--- src/rtl/pipeline_hazard_ctrl_pkg.sv ---
// Shared types for the hazard/forwarding controller: scoreboard entry, forward-select encoding, select width.
package pipeline_hazard_ctrl_pkg;

  localparam int HZ_ADDR_W   = 8;
  localparam int HZ_AVAIL_W  = 4;
  localparam int FWD_REGFILE = 0;

  // avail = stage count (from EX entry) after which the result can be forwarded
  typedef struct packed {
    logic                  valid;
    logic [HZ_ADDR_W-1:0]  waddr;
    logic [HZ_AVAIL_W-1:0] avail;
  } hz_entry_t;

  function automatic int sel_w(input int depth);
    return (depth > 2) ? $clog2(depth) : 1;
  endfunction

endpackage

--- src/rtl/pipeline_hazard_ctrl_if.sv ---
// ID-stage instruction info and pipeline control outputs between the cpu (master) and hazard controller (slave).
interface pipeline_hazard_ctrl_if
  import pipeline_hazard_ctrl_pkg::*;
#(
  parameter int REG_ADDR_W = 5,
  parameter int NUM_SRC    = 2,
  parameter int DEPTH      = 3
);
  localparam int SEL_W = sel_w(DEPTH);

  logic                          pipe_en;
  logic                          id_valid;
  logic [NUM_SRC*REG_ADDR_W-1:0] id_src_addr;
  logic [NUM_SRC-1:0]            id_src_used;
  logic                          id_wen;
  logic [REG_ADDR_W-1:0]         id_waddr;
  logic                          id_is_load;
  logic                          ex_br_taken;
  logic                          stall;
  logic                          ifid_en;
  logic                          ex_bubble;
  logic                          flush;
  logic [NUM_SRC*SEL_W-1:0]      fwd_sel;

  modport master (
    output pipe_en, id_valid, id_src_addr, id_src_used, id_wen, id_waddr, id_is_load, ex_br_taken,
    input  stall, ifid_en, ex_bubble, flush, fwd_sel
  );

  modport slave (
    input  pipe_en, id_valid, id_src_addr, id_src_used, id_wen, id_waddr, id_is_load, ex_br_taken,
    output stall, ifid_en, ex_bubble, flush, fwd_sel
  );

endinterface

--- src/rtl/pipeline_hazard_ctrl_src_match.sv ---
// One source operand against the scoreboard: youngest matching producer, its stage, and whether it is still unready.
module hazard_src_match
  import pipeline_hazard_ctrl_pkg::*;
#(
  parameter int REG_ADDR_W = 5,
  parameter int NUM_ENT    = 2,
  parameter int SEL_W      = 2
) (
  input  logic                  check,
  input  logic [REG_ADDR_W-1:0] src,
  input  hz_entry_t             ent [NUM_ENT],
  output logic                  hit,
  output logic [SEL_W-1:0]      sel,
  output logic                  not_ready
);

  // Scan oldest to youngest so the lowest stage index overrides.
  always_comb begin
    hit       = 1'b0;
    sel       = '0;
    not_ready = 1'b0;
    for (int s = NUM_ENT - 1; s >= 0; s--) begin
      if (check && ent[s].valid && (ent[s].waddr == HZ_ADDR_W'(src))) begin
        hit       = 1'b1;
        sel       = SEL_W'(s);
        not_ready = (int'(ent[s].avail) > s + 1);
      end
    end
  end

endmodule

--- src/rtl/pipeline_hazard_ctrl.sv ---
// Hazard/forwarding controller: producer scoreboard, ID stall/bubble/flush, registered forward selects.
// HAZARD_PERF_CNT_EN adds saturating stall/flush cycle counters.
module pipeline_hazard_ctrl
  import pipeline_hazard_ctrl_pkg::*;
#(
  parameter int REG_ADDR_W = 5,
  parameter int NUM_SRC    = 2,
  parameter int DEPTH      = 3,
  parameter int LOAD_LAT   = 1
) (
  input  logic                 clk,
  input  logic                 srst,
`ifdef HAZARD_PERF_CNT_EN
  output logic [31:0]          perf_stall_cnt,
  output logic [31:0]          perf_flush_cnt,
`endif
  pipeline_hazard_ctrl_if.slave hz
);

  localparam int SEL_W = sel_w(DEPTH);
  // The WB stage never forwards (write-through regfile), so only EX..DEPTH-2 are stored.
  localparam int NUM_ENT = DEPTH - 1;

  hz_entry_t                sb [NUM_ENT];
  hz_entry_t                new_ent;
  logic [NUM_SRC-1:0]       hit;
  logic [NUM_SRC-1:0]       not_ready;
  logic [SEL_W-1:0]         hit_s [NUM_SRC];
  logic [NUM_SRC*SEL_W-1:0] fwd_next;
  logic [NUM_SRC*SEL_W-1:0] fwd_q;
  logic                     stall_w;
  logic                     bubble_w;

  for (genvar i = 0; i < NUM_SRC; i++) begin : g_src
    hazard_src_match #(
      .REG_ADDR_W (REG_ADDR_W),
      .NUM_ENT    (NUM_ENT),
      .SEL_W      (SEL_W)
    ) u_match (
      .check     (hz.id_valid & hz.id_src_used[i]),
      .src       (hz.id_src_addr[i*REG_ADDR_W +: REG_ADDR_W]),
      .ent       (sb),
      .hit       (hit[i]),
      .sel       (hit_s[i]),
      .not_ready (not_ready[i])
    );
  end

  // A taken branch kills the dependent instruction, so it must not also stall.
  assign stall_w      = hz.pipe_en & ~hz.ex_br_taken & (|not_ready);
  assign bubble_w     = hz.pipe_en & (stall_w | hz.ex_br_taken);

  assign hz.stall     = stall_w;
  assign hz.ifid_en   = hz.pipe_en & ~stall_w;
  assign hz.ex_bubble = bubble_w;
  assign hz.flush     = hz.ex_br_taken;
  assign hz.fwd_sel   = fwd_q;

  always_comb begin
    new_ent       = '0;
    new_ent.valid = hz.id_valid & hz.id_wen & (hz.id_waddr != '0) & ~bubble_w;
    new_ent.waddr = HZ_ADDR_W'(hz.id_waddr);
    new_ent.avail = hz.id_is_load ? HZ_AVAIL_W'(1 + LOAD_LAT) : HZ_AVAIL_W'(1);
  end

  always_comb begin
    fwd_next = '0;
    for (int i = 0; i < NUM_SRC; i++) begin
      fwd_next[i*SEL_W +: SEL_W] = SEL_W'(FWD_REGFILE);
      if (!bubble_w && hit[i]) begin
        fwd_next[i*SEL_W +: SEL_W] = hit_s[i] + SEL_W'(1);
      end
    end
  end

  always_ff @(posedge clk) begin
    if (srst) begin
      for (int s = 0; s < NUM_ENT; s++) begin
        sb[s] <= '0;
      end
      fwd_q <= '0;
    end else if (hz.pipe_en) begin
      sb[0] <= new_ent;
      for (int s = 1; s < NUM_ENT; s++) begin
        sb[s] <= sb[s-1];
      end
      fwd_q <= fwd_next;
    end
  end

`ifdef HAZARD_PERF_CNT_EN
  always_ff @(posedge clk) begin
    if (srst) begin
      perf_stall_cnt <= '0;
      perf_flush_cnt <= '0;
    end else begin
      if (stall_w && (perf_stall_cnt != 32'hFFFF_FFFF)) begin
        perf_stall_cnt <= perf_stall_cnt + 32'd1;
      end
      if (hz.ex_br_taken && (perf_flush_cnt != 32'hFFFF_FFFF)) begin
        perf_flush_cnt <= perf_flush_cnt + 32'd1;
      end
    end
  end
`endif

endmodule

--- src/flat_wrapper.sv ---
// flat-port wrapper written by rule: the top's interface ports become plain ports
module pipeline_hazard_ctrl_flat import pipeline_hazard_ctrl_pkg::*;
#(
  parameter int REG_ADDR_W = 5,
  parameter int NUM_SRC    = 2,
  parameter int DEPTH      = 3,
  parameter int LOAD_LAT   = 1
)
  (clk, srst, hz_pipe_en, hz_id_valid, hz_id_src_addr, hz_id_src_used, hz_id_wen, hz_id_waddr, hz_id_is_load, hz_ex_br_taken, hz_stall, hz_ifid_en, hz_ex_bubble, hz_flush, hz_fwd_sel);
  pipeline_hazard_ctrl_if #(.REG_ADDR_W(REG_ADDR_W), .NUM_SRC(NUM_SRC), .DEPTH(DEPTH)) hz_i ();
  input  logic clk;
  input  logic srst;
  input wire logic [$bits(hz_i.pipe_en)-1:0] hz_pipe_en;
  input wire logic [$bits(hz_i.id_valid)-1:0] hz_id_valid;
  input wire logic [$bits(hz_i.id_src_addr)-1:0] hz_id_src_addr;
  input wire logic [$bits(hz_i.id_src_used)-1:0] hz_id_src_used;
  input wire logic [$bits(hz_i.id_wen)-1:0] hz_id_wen;
  input wire logic [$bits(hz_i.id_waddr)-1:0] hz_id_waddr;
  input wire logic [$bits(hz_i.id_is_load)-1:0] hz_id_is_load;
  input wire logic [$bits(hz_i.ex_br_taken)-1:0] hz_ex_br_taken;
  output wire logic [$bits(hz_i.stall)-1:0] hz_stall;
  output wire logic [$bits(hz_i.ifid_en)-1:0] hz_ifid_en;
  output wire logic [$bits(hz_i.ex_bubble)-1:0] hz_ex_bubble;
  output wire logic [$bits(hz_i.flush)-1:0] hz_flush;
  output wire logic [$bits(hz_i.fwd_sel)-1:0] hz_fwd_sel;
  assign hz_i.pipe_en = hz_pipe_en;
  assign hz_i.id_valid = hz_id_valid;
  assign hz_i.id_src_addr = hz_id_src_addr;
  assign hz_i.id_src_used = hz_id_src_used;
  assign hz_i.id_wen = hz_id_wen;
  assign hz_i.id_waddr = hz_id_waddr;
  assign hz_i.id_is_load = hz_id_is_load;
  assign hz_i.ex_br_taken = hz_ex_br_taken;
  assign hz_stall = hz_i.stall;
  assign hz_ifid_en = hz_i.ifid_en;
  assign hz_ex_bubble = hz_i.ex_bubble;
  assign hz_flush = hz_i.flush;
  assign hz_fwd_sel = hz_i.fwd_sel;
  pipeline_hazard_ctrl #(.REG_ADDR_W(REG_ADDR_W), .NUM_SRC(NUM_SRC), .DEPTH(DEPTH), .LOAD_LAT(LOAD_LAT)) u_core (.clk(clk), .srst(srst), .hz(hz_i));
endmodule
--- config.mk ---
export PLATFORM = sky130hd
export DESIGN_NAME = pipeline_hazard_ctrl_flat
export DESIGN_NICKNAME = d
export VERILOG_FILES = /design/src/rtl/pipeline_hazard_ctrl_pkg.sv /design/src/rtl/pipeline_hazard_ctrl_if.sv /design/src/rtl/pipeline_hazard_ctrl_src_match.sv /design/src/rtl/pipeline_hazard_ctrl.sv /design/src/flat_wrapper.sv
export SDC_FILE = /design/constraint.sdc
export NUM_CORES = 1
export LEC_CHECK = 0
export ABC_CLOCK_PERIOD_IN_PS = 3900
export CAP_MARGIN = 40
export CORE_MARGIN = 2
export CORE_UTILIZATION = 45
export DETAILED_ROUTE_END_ITERATION = 16
export HOLD_SLACK_MARGIN = 0.02
export PLACE_DENSITY = 0.77
export SLEW_MARGIN = 25
export SYNTH_ARGS = -nofsm -noshare
export SYNTH_HDL_FRONTEND = slang
export SYNTH_SLANG_ARGS = --single-unit
--- constraint.sdc ---
create_clock -name clk -period 3.9 [get_ports clk]
set_clock_uncertainty 0.05 [all_clocks]
set_input_delay 0.78 -clock clk [delete_from_list [all_inputs] [get_ports clk]]
set_output_delay 0.78 -clock clk [all_outputs]
set_load 0.02 [all_outputs]
======== Yosys cells after proc, flatten, opt, wreduce, memory -nomap -nowiden ========
Index checks and enable logic that the tools add are counted.
storage, ports and cells
  input bits .............................. 24
  register bits ........................... 24
cells by class
  equal/unequal tests ..................... 4
  multiplexer cells ....................... 15
  add/sub/neg operators ................... 2
  bitwise gates (word level) .............. 13
  reductions and logical operators ........ 13
  $lt $le $gt $ge ......................... 2
operator list
  cell                                                 count
  equality test 5 bit                                  4
  logical AND 1 bit                                    10
  2-to-1 mux 1 bit                                     10
  2-to-1 mux 2 bit                                     5
  bitwise AND 1 bit                                    9
  nonzero test 5 bit                                   1
  adder 2 x 1 -> 2 bit (second input constant)         2
  > comparator 4 x 1 -> 1 bit (second input constant)  1
  > comparator 4 x 2 -> 1 bit (second input constant)  1
  NOT 1 bit                                            3
  OR reduction 2 bit                                   1
  zero test 1 bit                                      1
  OR 1 bit                                             1

======== Logic depth before layout (Yosys ltp) ========
Gate-level depths: netlist (run 1).
  word-level depth ........................ 12
  depth in mapped cells ................... 5
  gate-level depth less buffers ........... 5

======== Cells and area by module ========
From an unflattened synthesis (run 1), not the netlist that was laid out.
unflattened totals
  cells, all modules ...................... 131
  area total of the unflattened synthesis .. 1211.2 sq um
by module, submodules not included
  module                area each (sq um)  seq. area each (sq um)  cells each  instances
  pipeline_hazard_ctrl  800.8              400.4                   79          1
  hazard_src_match      205.2              0.0                     26          2

======== Least setup slack after synthesis (run 1) ========
No wires, ideal clock.
  kind .................................... input-to-output
  start point ............................. input hz_id_src_addr[4]
  end point ............................... output hz_ifid_en
  arrival time ............................ 1864 ps
  stages on the path ...................... 5
  setup slack ............................. 1206 ps
  required time ........................... 3070 ps
  path buffers ............................ 0
  cell sequence ........................... xnor2_1 -> nand4_1 -> o2111ai_1 -> nand3b_2 -> a21boi_1
on the way
  word-level cells in the longest chain between the ends .. 8
  elaborated cells between the ends (all ways) .. 10
RTL lines
  what                    line                                  RTL
  from (decl)             flat_wrapper.sv:15                    input wire logic [$bits(hz_i.id_src_addr)-1:0] hz_id_src_addr;
  equality test 5 bit     pipeline_hazard_ctrl_src_match.sv:23  if (check && ent[s].valid && (ent[s].waddr == HZ_ADDR_W'(src))) begin
  logical AND 1 bit       pipeline_hazard_ctrl_src_match.sv:23
  2-to-1 mux 1 bit        pipeline_hazard_ctrl_src_match.sv:23
  2-to-1 mux 1 bit (*)    pipeline_hazard_ctrl_src_match.sv:23
  OR reduction 2 bit (*)  pipeline_hazard_ctrl.sv:50            assign stall_w = hz.pipe_en & ~hz.ex_br_taken & (|not_ready);
  bitwise AND 1 bit (*)   pipeline_hazard_ctrl.sv:50
  NOT 1 bit (*)           pipeline_hazard_ctrl.sv:54            assign hz.ifid_en = hz.pipe_en & ~stall_w;
  bitwise AND 1 bit (*)   pipeline_hazard_ctrl.sv:54
  to (decl)               flat_wrapper.sv:22                    output wire logic [$bits(hz_i.ifid_en)-1:0] hz_ifid_en;
Every way passes the cells marked *; elsewhere a longest branch is shown, timed or not.

======== Worst setup path in the final report (run 1) ========
  start point ............................. input hz_id_src_addr[4]
  end point ............................... output hz_stall
on the way
  word-level cells in the longest chain between the ends .. 6
  elaborated cells between the ends (all ways) .. 8
RTL lines
  what                    line                                  RTL
  equality test 5 bit     pipeline_hazard_ctrl_src_match.sv:23
  logical AND 1 bit       pipeline_hazard_ctrl_src_match.sv:23
  2-to-1 mux 1 bit        pipeline_hazard_ctrl_src_match.sv:23
  2-to-1 mux 1 bit (*)    pipeline_hazard_ctrl_src_match.sv:23
  OR reduction 2 bit (*)  pipeline_hazard_ctrl.sv:50
  bitwise AND 1 bit (*)   pipeline_hazard_ctrl.sv:50
  to (decl)               flat_wrapper.sv:21                    output wire logic [$bits(hz_i.stall)-1:0] hz_stall;
Marked as above.

==> impl_metrics.yaml, run 1 <==
power:
  p_int_mw: 0.293
  pwr-share-comb_pct: 20.1
  power_leakage_nw: 0.569
  power.share.switching_pct: 27.1
  pwr_density_cell_nw_per_um2: 280
  pwr-share-seq_pct: 54.7
  p_clk_share_pct: 25.3
  vdd_ir_drop_max_mv: 0.254
  switching_power_mw: 0.109
detailed_routing:
  drt-total-wl_um: 2550
  viasPerCell: 5.41
  drcViolationCount: 0
  drt-initial-drc-count: 15
  dr_total_vias: 952
  dr.pass1.iters: 4
  ant_nets: 0
  wl_per_cell_um: 14.5
global_routing:
  grt_pass1_wl_um: 4190
  grt_pass1_vias: 963
  grt_max_degree: 20
  grt_use_total_pct: 21.2
  grt.overflow.total: 0
  antenna_found_initial: 0
cts:
  cts_tree: "built"
  clkLatencyLatePin_ps: 310
  cts_buffers: 3
  cts-root-buf: "clkbuf_4"
  post_cts_buffers: 0
  ctsResizeCount: 0
  clkSinkCount: 20
  htree_levels: 1
  cts_buffer_depth: 2
  hold_buffers: 0
  clk_pin_slew_ps: 110
setup_path:
  startpoint_type: "input pin"
  cp_top_family: "buffers and inverters"
  critPathMostFrequentCell: "clkdlybuf4s50_1"
  endpoint_kind: "primary output"
  cp_slowest_stage_delay_ps: 600
  crit_chain: "clkdlybuf4s50_1, xnor2_1, nand4_1, o32ai_2, nand3b_2, and2b_1, clkdlybuf4s50_1"
  critPathSlowestCell: "clkdlybuf4s50_1"
  cp_num_buf_inv: 2
  crit_type: "input pin to primary output"
  required_ps: 3070
  crit_arrival_ps: 3000
  cp_max_fo: 4
final_layout:
  fin_cells: 176
  n_antenna_cell: 0
  fillerInstances: 208
  syn_to_final_growth_pct: 34.0
  fin_nets: 174
  seq_area_um2: 400
  multi_input_area_um2: 643
  layout-drive-gt1-share_pct: 6.08
yosys:
  synth_seq_area_share_pct: 37.4
  yosysTopAreaCell: "dfxtp_1"
  synthMuxAreaShare_pct: 13.1
  synth_area_um2: 1070
  synth.avg_cell_area_um2: 9.14
  synth_ff_type: "dfxtp_1"
  ys_top_cells_by_count: "21 x nor2_1, 20 x dfxtp_1, 14 x mux2i_1"
  async_reset_ff_share_pct: 0
  synth_cells: 117
  synth_top_family_by_area: "simple AND/OR/NAND/NOR gates"
  synth_edf_count: 0
  synth.top_cell.area_share_pct: 37.4
  synth_seq_cells: 20
  yosys-top-cells-area: "dfxtp_1 37%, mux2i_1 13%, xnor2_1 8.2%"
  syn_nets: 141
  synth_fa_ha_area_share_pct: 0
  yosysMostFrequentCell: "nor2_1"
  yosysWarnings: 0
  yosysUniqueCellTypes: 32
  yosys.area_share.xor_xnor_pct: 16.4
  synthSimpleGateAreaFrac_pct: 19.6
  synth_compound_area_share_pct: 10.4
sta:
  worst_slew_pin_slew_ps: 683
  rsz0062_at_grt: "true"
  slew_violations: 0
  max_slew_margin_pct: 54.3
  setup_viol: 0
  fmaxAchievable_ghz: 0.261
  hold_viol_final: 0
  setup_ws_ps: 66.3
  period_minus_slack_ps: 3830
  setup_tns_ps: 0
  finalCritPeriodShare_pct: 98.3
floorplanning:
  core_area_um2: 2230
  dieHeight_um: 52.8
  initial_core_util_pct: 47.9
  die_w_um: 52.8
  boundaryPins: 32
  fp-row-count: 17
  die_area_um2: 2780
place:
  place_hpwl_um: 2010
  place_ws_ps: 112
  numPortBuffers: 31
  place.gp.congestion: 1.01
  dpl.cell_count: 173
worst_hold_path:
  min_path_type: "flip-flop to flip-flop"
outcome:
  outcome: "finished clean"
flow_run:
  maxCapViolations: 0
[power groups by stage]
stage          clock, mW  sequential (mW)  combinational (mW)
2_1_floorplan          0            0.222              0.0420
3_3_place_gp           0            0.224              0.0783
3_5_place_dp           0            0.224              0.0803
4_1_cts            0.100            0.220              0.0806
5_1_grt            0.107            0.221              0.0875
6_report           0.102            0.220              0.0807
[metal layers]
layer,global-route usage (%),wire (um)
met1,23.4,1140
met2,39.0,1250
met3,3.43,115
met4,9.40,46
met5,0,0
[registers in the layout, indices dropped and copies added, names as in the netlist]
signal / cells
u_core.hz.fwd_sel: 4
u_core.sb: 16
[through the flow]
step / power (mW) / utilization, % / cell area (um^2) / hold WS, ps
after global routing: 0.415 / 64.2 / 1430 / 457
final: 0.402 / 64.2 / 1430 / 430
after global placement: 0.302 / 62.9 / 1410 / 389
after floorplan: 0.264 / - / 1070 / 398
after CTS: 0.401 / 63.9 / 1430 / 431
after detailed placement: 0.305 / 62.9 / 1410 / 405
[kinds of logic after synthesis]
family	after synthesis
AND/OR/NAND/NOR	43
XOR/XNOR	20
flip-flops	20
multiplexers	14
AO/OA/AOI/OAI	13
buffers and inverters	7
[cell type report]
cell class	count	share of cell area, %
inverters	2	0.524
multi-input cells	90	44.9
flip-flops and latches	20	27.9
clock buffers	3	1.57
well taps	28	2.44
repair buffers	33	22.7
[placed cells by master (no fill, tap or decap), types with 3 or more instances in the layout]
master           instances
nand3_1                  3
nor3_1                   3
xnor2_1                 10
dfxtp_1                 20
clkdlybuf4s50_1         31
nand4_1                  3
nor2_1                  21
xor2_1                  10
mux2i_1                 14
nand2_1                  5
clkbuf_4                 3
[worst paths after layout]
path,from,to,slack [ps],cells past startpoint
worst max register to register,u_core.sb[8]$_SDFFE_PP0P_,u_core.hz.fwd_sel[0]$_SDFFE_PP0P_,2260,4
worst min register to register,u_core.hz.fwd_sel[0]$_SDFFE_PP0P_,u_core.hz.fwd_sel[0]$_SDFFE_PP0P_,430,1
worst max-delay path,hz_id_src_addr[4],hz_stall,70,7
worst min-delay path,u_core.hz.fwd_sel[0]$_SDFFE_PP0P_,u_core.hz.fwd_sel[0]$_SDFFE_PP0P_,430,1
(Power assumes the default switching activity.)
==> inputs of run 2 (changes only) <==
--- a/config.mk
+++ b/config.mk
@@ -16,3 +16,4 @@
 export SYNTH_ARGS = -nofsm -noshare
 export SYNTH_HDL_FRONTEND = slang
 export SYNTH_SLANG_ARGS = --single-unit
+export TNS_END_PERCENT = 20
==> results of run 2 <==
No change in the layout: final DEF, timing and power equal those of run 1.
==> inputs of run 3 (changes only) <==
--- a/config.mk
+++ b/config.mk
@@ -8,10 +8,10 @@
 export ABC_CLOCK_PERIOD_IN_PS = 3900
 export CAP_MARGIN = 40
 export CORE_MARGIN = 2
-export CORE_UTILIZATION = 45
+export CORE_UTILIZATION = 49
 export DETAILED_ROUTE_END_ITERATION = 16
 export HOLD_SLACK_MARGIN = 0.02
-export PLACE_DENSITY = 0.77
+export PLACE_DENSITY = 0.83
 export SLEW_MARGIN = 25
 export SYNTH_ARGS = -nofsm -noshare
 export SYNTH_HDL_FRONTEND = slang
==> run 3 against run 2 <==
Against the previous run: worst setup slack better by 29 ps; global-route usage down 1.4 points; via count unchanged; sequential cell count unchanged; critical endpoint is now hz_ifid_en; total power down 1.7%; combinational power down 2.9%; count of clock-buffer cells in the layout unchanged.
==> impl_metrics.yaml, run 3 (synthesis results as in run 1) <==
outcome:
  outcome: "finished clean"
cts:
  cts-root-buf: "clkbuf_4"
  ctsResizeCount: 0
  clkSinkCount: 20
  cts_buffer_depth: 2
  clkLatencyLatePin_ps: 300
  cts_buffers: 3
  cts_tree: "built"
  htree_levels: 1
  clk_pin_slew_ps: 110
setup_path:
  cp_num_buf_inv: 2
  crit_arrival_ps: 2970
  endpoint_kind: "primary output"
  startpoint_type: "input pin"
  r2r_slack_ps: 2250
  reg2reg_depth: 4
  critPathMostFrequentCell: "clkdlybuf4s50_1"
  cp_top_family: "buffers and inverters"
  required_ps: 3070
  cp_max_fo: 4
  r2r_start: "u_core.sb[8]$_SDFFE_PP0P_"
  cp_slowest_stage_delay_ps: 610
  crit_chain: "clkdlybuf4s50_1, xnor2_1, nand4_1, o2111ai_1, nand3b_2, a21boi_1, clkdlybuf4s50_1"
  crit_type: "input pin to primary output"
  r2r_end: "u_core.hz.fwd_sel[0]$_SDFFE_PP0P_"
  critPathSlowestCell: "clkdlybuf4s50_1"
final_layout:
  n_antenna_cell: 0
  layout-drive-gt1-share_pct: 4.76
  syn_to_final_growth_pct: 32.6
  fin_cells: 174
  postLayoutCoreUtil_pct: 70.9
  largest_reg_flops: 16
  final_common_cell: "clkdlybuf4s50_1"
  top_register: "u_core.sb"
  fin_nets: 173
  final_cell_mix: "31 x clkdlybuf4s50_1, 21 x nor2_1, 20 x dfxtp_1, 14 x mux2i_1"
power:
  pwr_density_cell_nw_per_um2: 279
  power.share.switching_pct: 26.1
  p_clk_share_pct: 24.5
  switching_power_mw: 0.103
  pwr-share-seq_pct: 55.6
  pwr-share-comb_pct: 19.8
  p_int_mw: 0.292
  vdd_ir_drop_max_mv: 0.180
  power_leakage_nw: 0.565
sta:
  period_minus_slack_ps: 3800
  hold_viol_final: 0
  finalCritPeriodShare_pct: 97.6
  worst_slew_pin_slew_ps: 671
  setup_viol: 0
  slew_violations: 0
  fmaxAchievable_ghz: 0.263
  rsz0062_at_grt: "true"
  max_slew_margin_pct: 55.1
detailed_routing:
  drt-initial-drc-count: 18
  dr.pass1.iters: 4
  viasPerCell: 5.47
  wl_per_cell_um: 13.5
  dr_total_vias: 952
  ant_nets: 0
  drcViolationCount: 0
  drt-total-wl_um: 2350
global_routing:
  grt_pass1_wl_um: 3950
  grt.overflow.total: 0
  antenna_found_initial: 0
  grt_max_degree: 20
  grt_pass1_vias: 939
  grt_use_total_pct: 19.8
place:
  place.gp.congestion: 0.900
  numPortBuffers: 31
  dpl.cell_count: 171
  place_hpwl_um: 1890
worst_hold_path:
  min_path_type: "flip-flop to flip-flop"
  hold_end: "u_core.hz.fwd_sel[1]$_SDFFE_PP0P_"
  min-delay-start: "u_core.hz.fwd_sel[1]$_SDFFE_PP0P_"
  hold_depth: 2
floorplanning:
  fp-row-count: 16
  core_area_um2: 2000
  die_area_um2: 2570
  boundaryPins: 32
  initial_core_util_pct: 53.4
  die_w_um: 50.7
  dieHeight_um: 50.7
flow_run:
  maxCapViolations: 0
==> run 3: layout make-up <==
cell class | count | area (um^2)
inverter | 2 | 7.51
fill | 169 | 583
clock buffer | 3 | 22.5
timing repair buffer | 32 | 318
tap | 27 | 33.8
sequential | 20 | 400
multi-input combinational | 90 | 637
==> run 3: worst max path at each step <==
stage | startpoint | endpoint | slack, ps | depth (start not counted)
floorplan | hz_id_src_addr[4] | hz_ifid_en | 1210 | 5
global placement | hz_id_src_addr[1] | hz_stall | 160 | 7
detailed placement | hz_id_src_addr[7] | hz_ifid_en | 120 | 7
CTS | hz_id_src_addr[7] | hz_ifid_en | 120 | 7
global route | hz_id_src_addr[1] | hz_ifid_en | -2 | 7
finish | hz_id_src_addr[7] | hz_ifid_en | 100 | 7
==> run 3: worst register-to-register path, stage by stage (launching register included) <==
cell,delay (ps)
dfxtp_1,350
xor2_1,170
nor4_1,430
o2111ai_1,260
a32o_1,300
==> run 3: metal layers <==
| metal | track usage [%] | part of all wire [%] |
|---|---|---|
| met4 | 5.86 | 0.81 |
| met1 | 24.1 | 42 |
| met2 | 35.3 | 48 |
| met5 | 0 | 0 |
| met3 | 3.57 | 8.9 |
==> run 3: power by group through the flow <==
stage	Combinational (mW)	Clock (mW)	Sequential (mW)
finish	0.0784	0.0970	0.220
global placement	0.0771	0	0.224
global route	0.0851	0.108	0.221
CTS	0.0789	0.0988	0.220
detailed placement	0.0786	0	0.225
floorplan	0.0420	0	0.222
==> run 3: through the flow <==
step / worst slack, ps / hold WS [ps] / total power [mW] / area, um^2 / setup TNS (ps)
floorplan: 1210 / 398 / 0.264 / 1070 / 0
global placement: 163 / 392 / 0.301 / 1400 / 0
detailed placement: 125 / 396 / 0.303 / 1400 / 0
CTS: 118 / 422 / 0.398 / 1420 / 0
global route: -2.00 / 468 / 0.414 / 1420 / -2.00
finish: 95.5 / 419 / 0.395 / 1420 / 0
==> run 3: timing repair <==
item / 4_1_cts / 5_1_grt
buffers inserted: 0 / 0
hold buffers: 0 / 0
endpoints found under the setup margin: 0 / 1
endpoints found under the hold margin: 0 / 0
